$ cat src/rtl/es_nios2_qsys_0_oci_dct_pkg.sv
// rtl/es_nios2_qsys_0_oci_dct_pkg.sv - shared DCT trace widths, atom codes and packer states
package es_nios2_qsys_0_oci_dct_pkg;

  localparam int DCT_ATOM_W = 2;
  localparam int DCT_SLOTS  = 15;
  localparam int DCT_CNT_W  = 4;

  localparam logic [1:0] DCT_NONE      = 2'b00;
  localparam logic [1:0] DCT_TAKEN     = 2'b01;
  localparam logic [1:0] DCT_NOT_TAKEN = 2'b10;
  localparam logic [1:0] DCT_INDIRECT  = 2'b11;

  typedef enum logic [1:0] {
    ST_EMPTY      = 2'd0,
    ST_ACCUM      = 2'd1,
    ST_FLUSH_PEND = 2'd2
  } dct_state_e;

endpackage

$ cat src/rtl/es_nios2_qsys_0_oci_dct_outreg.sv
// rtl/es_nios2_qsys_0_oci_dct_outreg.sv - one-entry valid/ready frame register for OCI trace producers
module es_nios2_qsys_0_oci_dct_outreg #(
  parameter int DATA_W = 30,
  parameter int CNT_W  = 4
) (
  input  logic              i_clk,
  input  logic              i_reset,
  input  logic              i_load,
  input  logic [DATA_W-1:0] i_load_data,
  input  logic [CNT_W-1:0]  i_load_cnt,
  input  logic              i_ready,
  output logic              o_valid,
  output logic [DATA_W-1:0] o_data,
  output logic [CNT_W-1:0]  o_cnt,
  output logic              o_free
);

  logic              r_valid;
  logic [DATA_W-1:0] r_data;
  logic [CNT_W-1:0]  r_cnt;

  // Free when empty or being drained this cycle, so a reload can follow with no bubble.
  assign o_free  = !r_valid || i_ready;
  assign o_valid = r_valid;
  assign o_data  = r_data;
  assign o_cnt   = r_cnt;

  always_ff @(posedge i_clk) begin
    if (i_reset) begin
      r_valid <= 1'b0;
      r_data  <= '0;
      r_cnt   <= '0;
    end else if (i_load && o_free) begin
      r_valid <= 1'b1;
      r_data  <= i_load_data;
      r_cnt   <= i_load_cnt;
    end else if (i_ready) begin
      r_valid <= 1'b0;
    end
  end

endmodule

$ cat src/rtl/es_nios2_qsys_0_oci_dct_packer.sv
// rtl/es_nios2_qsys_0_oci_dct_packer.sv - packs DCT atoms into 15-slot frames with flush support
module es_nios2_qsys_0_oci_dct_packer
  import es_nios2_qsys_0_oci_dct_pkg::*;
#(
  parameter int ATOM_W = DCT_ATOM_W,
  parameter int SLOTS  = DCT_SLOTS,
  parameter int CNT_W  = DCT_CNT_W
) (
  input  logic                    i_clk,
  input  logic                    i_reset,
  input  logic                    i_atom_valid,
  input  logic [ATOM_W-1:0]       i_atom_data,
  output logic                    o_atom_ready,
  input  logic                    i_flush,
  output logic                    o_dct_valid,
  input  logic                    i_dct_ready,
  output logic [ATOM_W*SLOTS-1:0] o_dct_buffer,
  output logic [CNT_W-1:0]        o_dct_count
);

  localparam int BUF_W = ATOM_W * SLOTS;
  localparam logic [CNT_W-1:0] LAST_CNT = CNT_W'(SLOTS - 1);
  localparam logic [CNT_W-1:0] FULL_CNT = CNT_W'(SLOTS);

  dct_state_e       r_state, w_state_nxt;
  logic [BUF_W-1:0] r_acc_buf, w_acc_buf_nxt, w_shifted, w_load_data;
  logic [CNT_W-1:0] r_acc_cnt, w_acc_cnt_nxt, w_load_cnt;
  logic             w_flush_pend, w_out_free, w_accept, w_full;
  logic             w_flush_emit, w_empty_flush, w_load;

  assign w_flush_pend  = (r_state == ST_FLUSH_PEND);
  assign o_atom_ready  = !i_reset && !w_flush_pend && ((r_acc_cnt != LAST_CNT) || w_out_free);
  assign w_accept      = i_atom_valid && o_atom_ready;
  assign w_shifted     = {r_acc_buf[BUF_W-ATOM_W-1:0], i_atom_data};
  assign w_full        = w_accept && (r_acc_cnt == LAST_CNT);
  assign w_flush_emit  = w_flush_pend && (r_acc_cnt != '0) && w_out_free;
  assign w_empty_flush = w_flush_pend && (r_acc_cnt == '0);

  always_comb begin
    w_state_nxt   = r_state;
    w_acc_buf_nxt = r_acc_buf;
    w_acc_cnt_nxt = r_acc_cnt;
    w_load        = 1'b0;
    w_load_data   = w_shifted;
    w_load_cnt    = FULL_CNT;

    // A full emit and a flush emit never coincide: atoms are refused while a flush is pending.
    if (w_full) begin
      w_load        = 1'b1;
      w_acc_buf_nxt = '0;
      w_acc_cnt_nxt = '0;
    end else if (w_flush_emit) begin
      w_load        = 1'b1;
      w_load_data   = r_acc_buf;
      w_load_cnt    = r_acc_cnt;
      w_acc_buf_nxt = '0;
      w_acc_cnt_nxt = '0;
    end else if (w_accept) begin
      w_acc_buf_nxt = w_shifted;
      w_acc_cnt_nxt = r_acc_cnt + CNT_W'(1);
    end

    case (r_state)
      ST_EMPTY: begin
        if (w_full)        w_state_nxt = ST_EMPTY;
        else if (i_flush)  w_state_nxt = ST_FLUSH_PEND;
        else if (w_accept) w_state_nxt = ST_ACCUM;
      end
      ST_ACCUM: begin
        // The 15th atom closes the frame itself, so a same-cycle flush has nothing left to do.
        if (w_full)       w_state_nxt = ST_EMPTY;
        else if (i_flush) w_state_nxt = ST_FLUSH_PEND;
      end
      ST_FLUSH_PEND: begin
        if (w_flush_emit || w_empty_flush) w_state_nxt = ST_EMPTY;
      end
      default: w_state_nxt = ST_EMPTY;
    endcase
  end

  always_ff @(posedge i_clk) begin
    if (i_reset) begin
      r_state   <= ST_EMPTY;
      r_acc_buf <= '0;
      r_acc_cnt <= '0;
    end else begin
      r_state   <= w_state_nxt;
      r_acc_buf <= w_acc_buf_nxt;
      r_acc_cnt <= w_acc_cnt_nxt;
    end
  end

  es_nios2_qsys_0_oci_dct_outreg #(
    .DATA_W (BUF_W),
    .CNT_W  (CNT_W)
  ) u_outreg (
    .i_clk       (i_clk),
    .i_reset     (i_reset),
    .i_load      (w_load),
    .i_load_data (w_load_data),
    .i_load_cnt  (w_load_cnt),
    .i_ready     (i_dct_ready),
    .o_valid     (o_dct_valid),
    .o_data      (o_dct_buffer),
    .o_cnt       (o_dct_count),
    .o_free      (w_out_free)
  );

endmodule

$ cat config.mk
export PLATFORM = sky130hd
export DESIGN_NAME = es_nios2_qsys_0_oci_dct_packer
export DESIGN_NICKNAME = d
export VERILOG_FILES = /design/src/rtl/es_nios2_qsys_0_oci_dct_pkg.sv /design/src/rtl/es_nios2_qsys_0_oci_dct_outreg.sv /design/src/rtl/es_nios2_qsys_0_oci_dct_packer.sv
export SDC_FILE = /design/constraint.sdc
export NUM_CORES = 1
export LEC_CHECK = 0
export BUFFER_PORTS_ARGS = -buffer_cell sky130_fd_sc_hd__buf_2
export CORE_ASPECT_RATIO = 1.75
export CORE_MARGIN = 4
export CORE_UTILIZATION = 45
export CTS_BUF_LIST = sky130_fd_sc_hd__clkbuf_16
export DETAILED_ROUTE_END_ITERATION = 7
export GPL_ROUTABILITY_DRIVEN = 0
export GPL_TIMING_DRIVEN = 0
export PLACE_DENSITY = 0.75
export SYNTH_ARGS = -nofsm -noshare
export SYNTH_HDL_FRONTEND = slang
export SYNTH_SLANG_ARGS = --single-unit
export TNS_END_PERCENT = 100
$ cat constraint.sdc
create_clock -name i_clk -period 3.95 [get_ports i_clk]
set_clock_uncertainty 0.1 [all_clocks]
set_input_delay 0.395 -clock i_clk [delete_from_list [all_inputs] [get_ports i_clk]]
set_output_delay 0.395 -clock i_clk [all_outputs]
set_load 0.03 [all_outputs]
==> flow_metrics.tcl <==
set metrics [dict create \
    dpl.hpwl_um 5663 \
    grt_usage_pct 18.34 \
    cts_sinks 71 \
    synth_area_mm2 0.003326 \
    drt_iter0_markers 149 \
    p_leak_nw 1.716 \
    clockBufferDepth 2 \
    initial_utilization_pct 46.31 \
    dr_wl_met3_um 252 \
    fin_tns_setup_ps 0 \
    core_mm2 0.007182 \
    yosysWarnings 0 \
    rsz0062_at_grt "no" \
    viasPerCell 5.683 \
    worst_ir_drop_vdd_uv 227.8 \
    hp-class "in -> reg" \
    cp-start-kind "input pin" \
    clockRootBuffer "clkbuf_16" \
    slew_headroom_pct 64.54 \
    tightest_slew_ps 531.9 \
    vias 2688 \
    worstPathArrival_ps 1670 \
    final_hold_viol_count 0 \
    drive_gt1_share_pct 22.22 \
    synth_seq_cells 71 \
    post_cts_buffers 0 \
    cpMaxStageDelayCell "clkbuf_1" \
    first_pass_iters 4 \
    drc 0 \
    synth_nets 340 \
    required_ps 3450 \
    antenna_found_initial 0 \
    end_kind "output port" \
    htreeDepth 3 \
    post-route-period-util_pct 54.71 \
    met2_length_um 4187 \
    holdBufCountCts 0 \
    path_cells "buf_2, clkbuf_1, clkbuf_1, nor3_1, buf_2" \
    grt_pass1_wl_um 12590 \
    wirelength_um 7911 \
    port_buffers 42 \
    status "complete, no violations" \
    synthDistinctLibCells 38 \
    met1_length_um 3306 \
    grt_pass1_vias 2642 \
    cts_tree "done" \
    fin_util_pct 54.27 \
    io_pins 43 \
    powerDensity_mw_per_mm2 410.9 \
    die_h_um 121.7 \
    max_freq_ghz 0.4627 \
    synthFlopType "dfxtp_1" \
    clkLatencyLatePin_ps 330 \
    cts_buffers 9 \
    slowest_delay_ps 430 \
    antenna_cells 0 \
    synth.yosys.seq_area_share_pct 42.74 \
    cts_resized 0 \
    ant_nets 0 \
    fp.dieArea_mm2 0.008884 \
    rows 41 \
    async_flop_share_pct 0 \
    grt_max_degree 12 \
    die_w_um 72.99 \
    synthToLayoutAreaGrowth_pct 17.19 \
    drv_slew 0 \
    cp_max_fo 10 \
    maxUsedRoutingLayer "met4" \
    maxCapViolCount 0 \
    clk_pin_slew_ps 50 \
    wire_per_inst_um 16.73 \
    synth-edff-count 0 \
    setup_viol 0 \
    syn_inst 330 \
    power_mw 1.601 \
    synth_area_per_cell_um2 10.08 \
    nNetsFinal 393 \
    final.min_clock_period_ps 2161 \
    overflow 0 \
    path_buf_inv 4 \
    cpLargestDelayFamily "buffers and inverters" \
    critical_path_class "in -> out" \
]
placed cells by master (no fill, tap or decap), types with 2 or more instances in the layout:
master     synthesis  routed
o221a_2            4       4
nor3_1            35      35
nor2b_1            3       3
buf_2             11      53
buf_6              3       3
dfxtp_1           71      71
mux2i_1           61      61
inv_1              2       2
clkbuf_16          0       9
clkbuf_1           9       9
nor2_1             2       2
a211oi_1           2       2
nor4_1             2       2
nand2b_1           2       2
buf_4              5       5
a21oi_1           31      31
ha_1               3       3
o31ai_1           29      29
clkinv_1           1       4
o21ai_0            4       4
nor3b_2            2       2
o21a_1            29      29
nand2_1            3       3
clkinv_2           0       2
power breakdown:
| part | switching (mW) | internal [mW] |
|---|---|---|
| Clock | 0.292 | 0.412 |
| Sequential | 0.0129 | 0.733 |
| Combinational | 0.0931 | 0.0585 |
| Total | 0.398 | 1.20 |
per-stage QoR:
step / instances / hold WS, ps / setup slack (ps) / instance area, um^2
finish: 473 / 253.7 / 1789 / 3897
global route: 473 / 256.8 / 1684 / 3897
CTS: 473 / 246.8 / 1802 / 3897
detailed placement: 458 / 419.7 / 1800 / 3643
global placement: 458 / 414.0 / 1776 / 3643
floorplan: 330 / 404.7 / 1946 / 3326
cells by family after synthesis:
logic type	count (synthesis)	share of synthesized area, %
AOI/OAI and AO/OA	103	21.60
xor gates and xnor gates	1	0.2634
adders and majority gates	3	1.129
buffers and inverters	33	5.493
DFF	71	42.74
muxes	61	18.36
and+or+nand+nor	58	10.42
routing by layer:
| metal | vias to the layer above | GRT usage (%) |
|---|---|---|
| li1 | 1343 | - |
| met1 | 1287 | 20.91 |
| met2 | 46 | 31.50 |
| met3 | 12 | 4.955 |
| met4 | 0 | 7.621 |
| met5 | - | 0 |
cells in the mapped netlist, types with 2 or more instances:
cell type	count	area, um^2
inv_1	2	7.510
ha_1	3	37.54
nor3b_2	2	25.02
buf_4	5	37.54
o31ai_1	29	217.7
nor3_1	35	175.2
o21ai_0	4	20.02
clkbuf_1	9	33.78
buf_6	3	33.78
nor2b_1	3	18.77
mux2i_1	61	610.6
nor4_1	2	12.51
a211oi_1	2	15.01
dfxtp_1	71	1421
nor2_1	2	7.510
a21oi_1	31	155.2
o221a_2	4	45.04
nand2_1	3	11.26
o21a_1	29	217.7
buf_2	11	55.05
nand2b_1	2	12.51
sequential cells by signal, indices dropped and copies added, names as in the netlist:
signal	count
r_acc_buf	30
u_outreg.o_valid	1
u_outreg.o_cnt	4
u_outreg.o_data	30
r_acc_cnt	4
r_state	2
final timing paths:
check / slack (ps) / to / startpoint / cells after the start
worst min register to register: 430 / u_outreg.o_cnt[0]$_SDFFE_PP0P_ / u_outreg.o_cnt[0]$_SDFFE_PP0P_ / 1
worst max-delay path: 1790 / o_atom_ready / i_reset / 5
worst max register to register: 1960 / u_outreg.o_data[7]$_SDFFE_PP0P_ / r_acc_cnt[0]$_SDFFE_PP0P_ / 8
worst min-delay path: 250 / r_state[0]$_SDFFE_PP0P_ / i_atom_valid / 2
area by class of cell:
type | count | area [um^2]
Buffer | 30 | 171.4
Clock buffer | 9 | 225.2
Clock inverter | 6 | 28.78
Fill cell | 673 | 3284
Inverter | 3 | 11.26
Multi-Input combinational cell | 226 | 1722
Sequential cell | 71 | 1421
Tap cell | 86 | 107.6
Timing Repair Buffer | 42 | 210.2
worst register-to-register path, delay by kind of cell, from the launching register on:
| kind | cells | cell delay [ps] |
|---|---|---|
| adders and majority gates | 1 | 210 |
| AOI/OAI and AO/OA | 2 | 300 |
| buffers and inverters | 3 | 530 |
| and+or+nand+nor | 2 | 350 |
| DFF | 1 | 370 |
(Power assumes the default switching activity.)
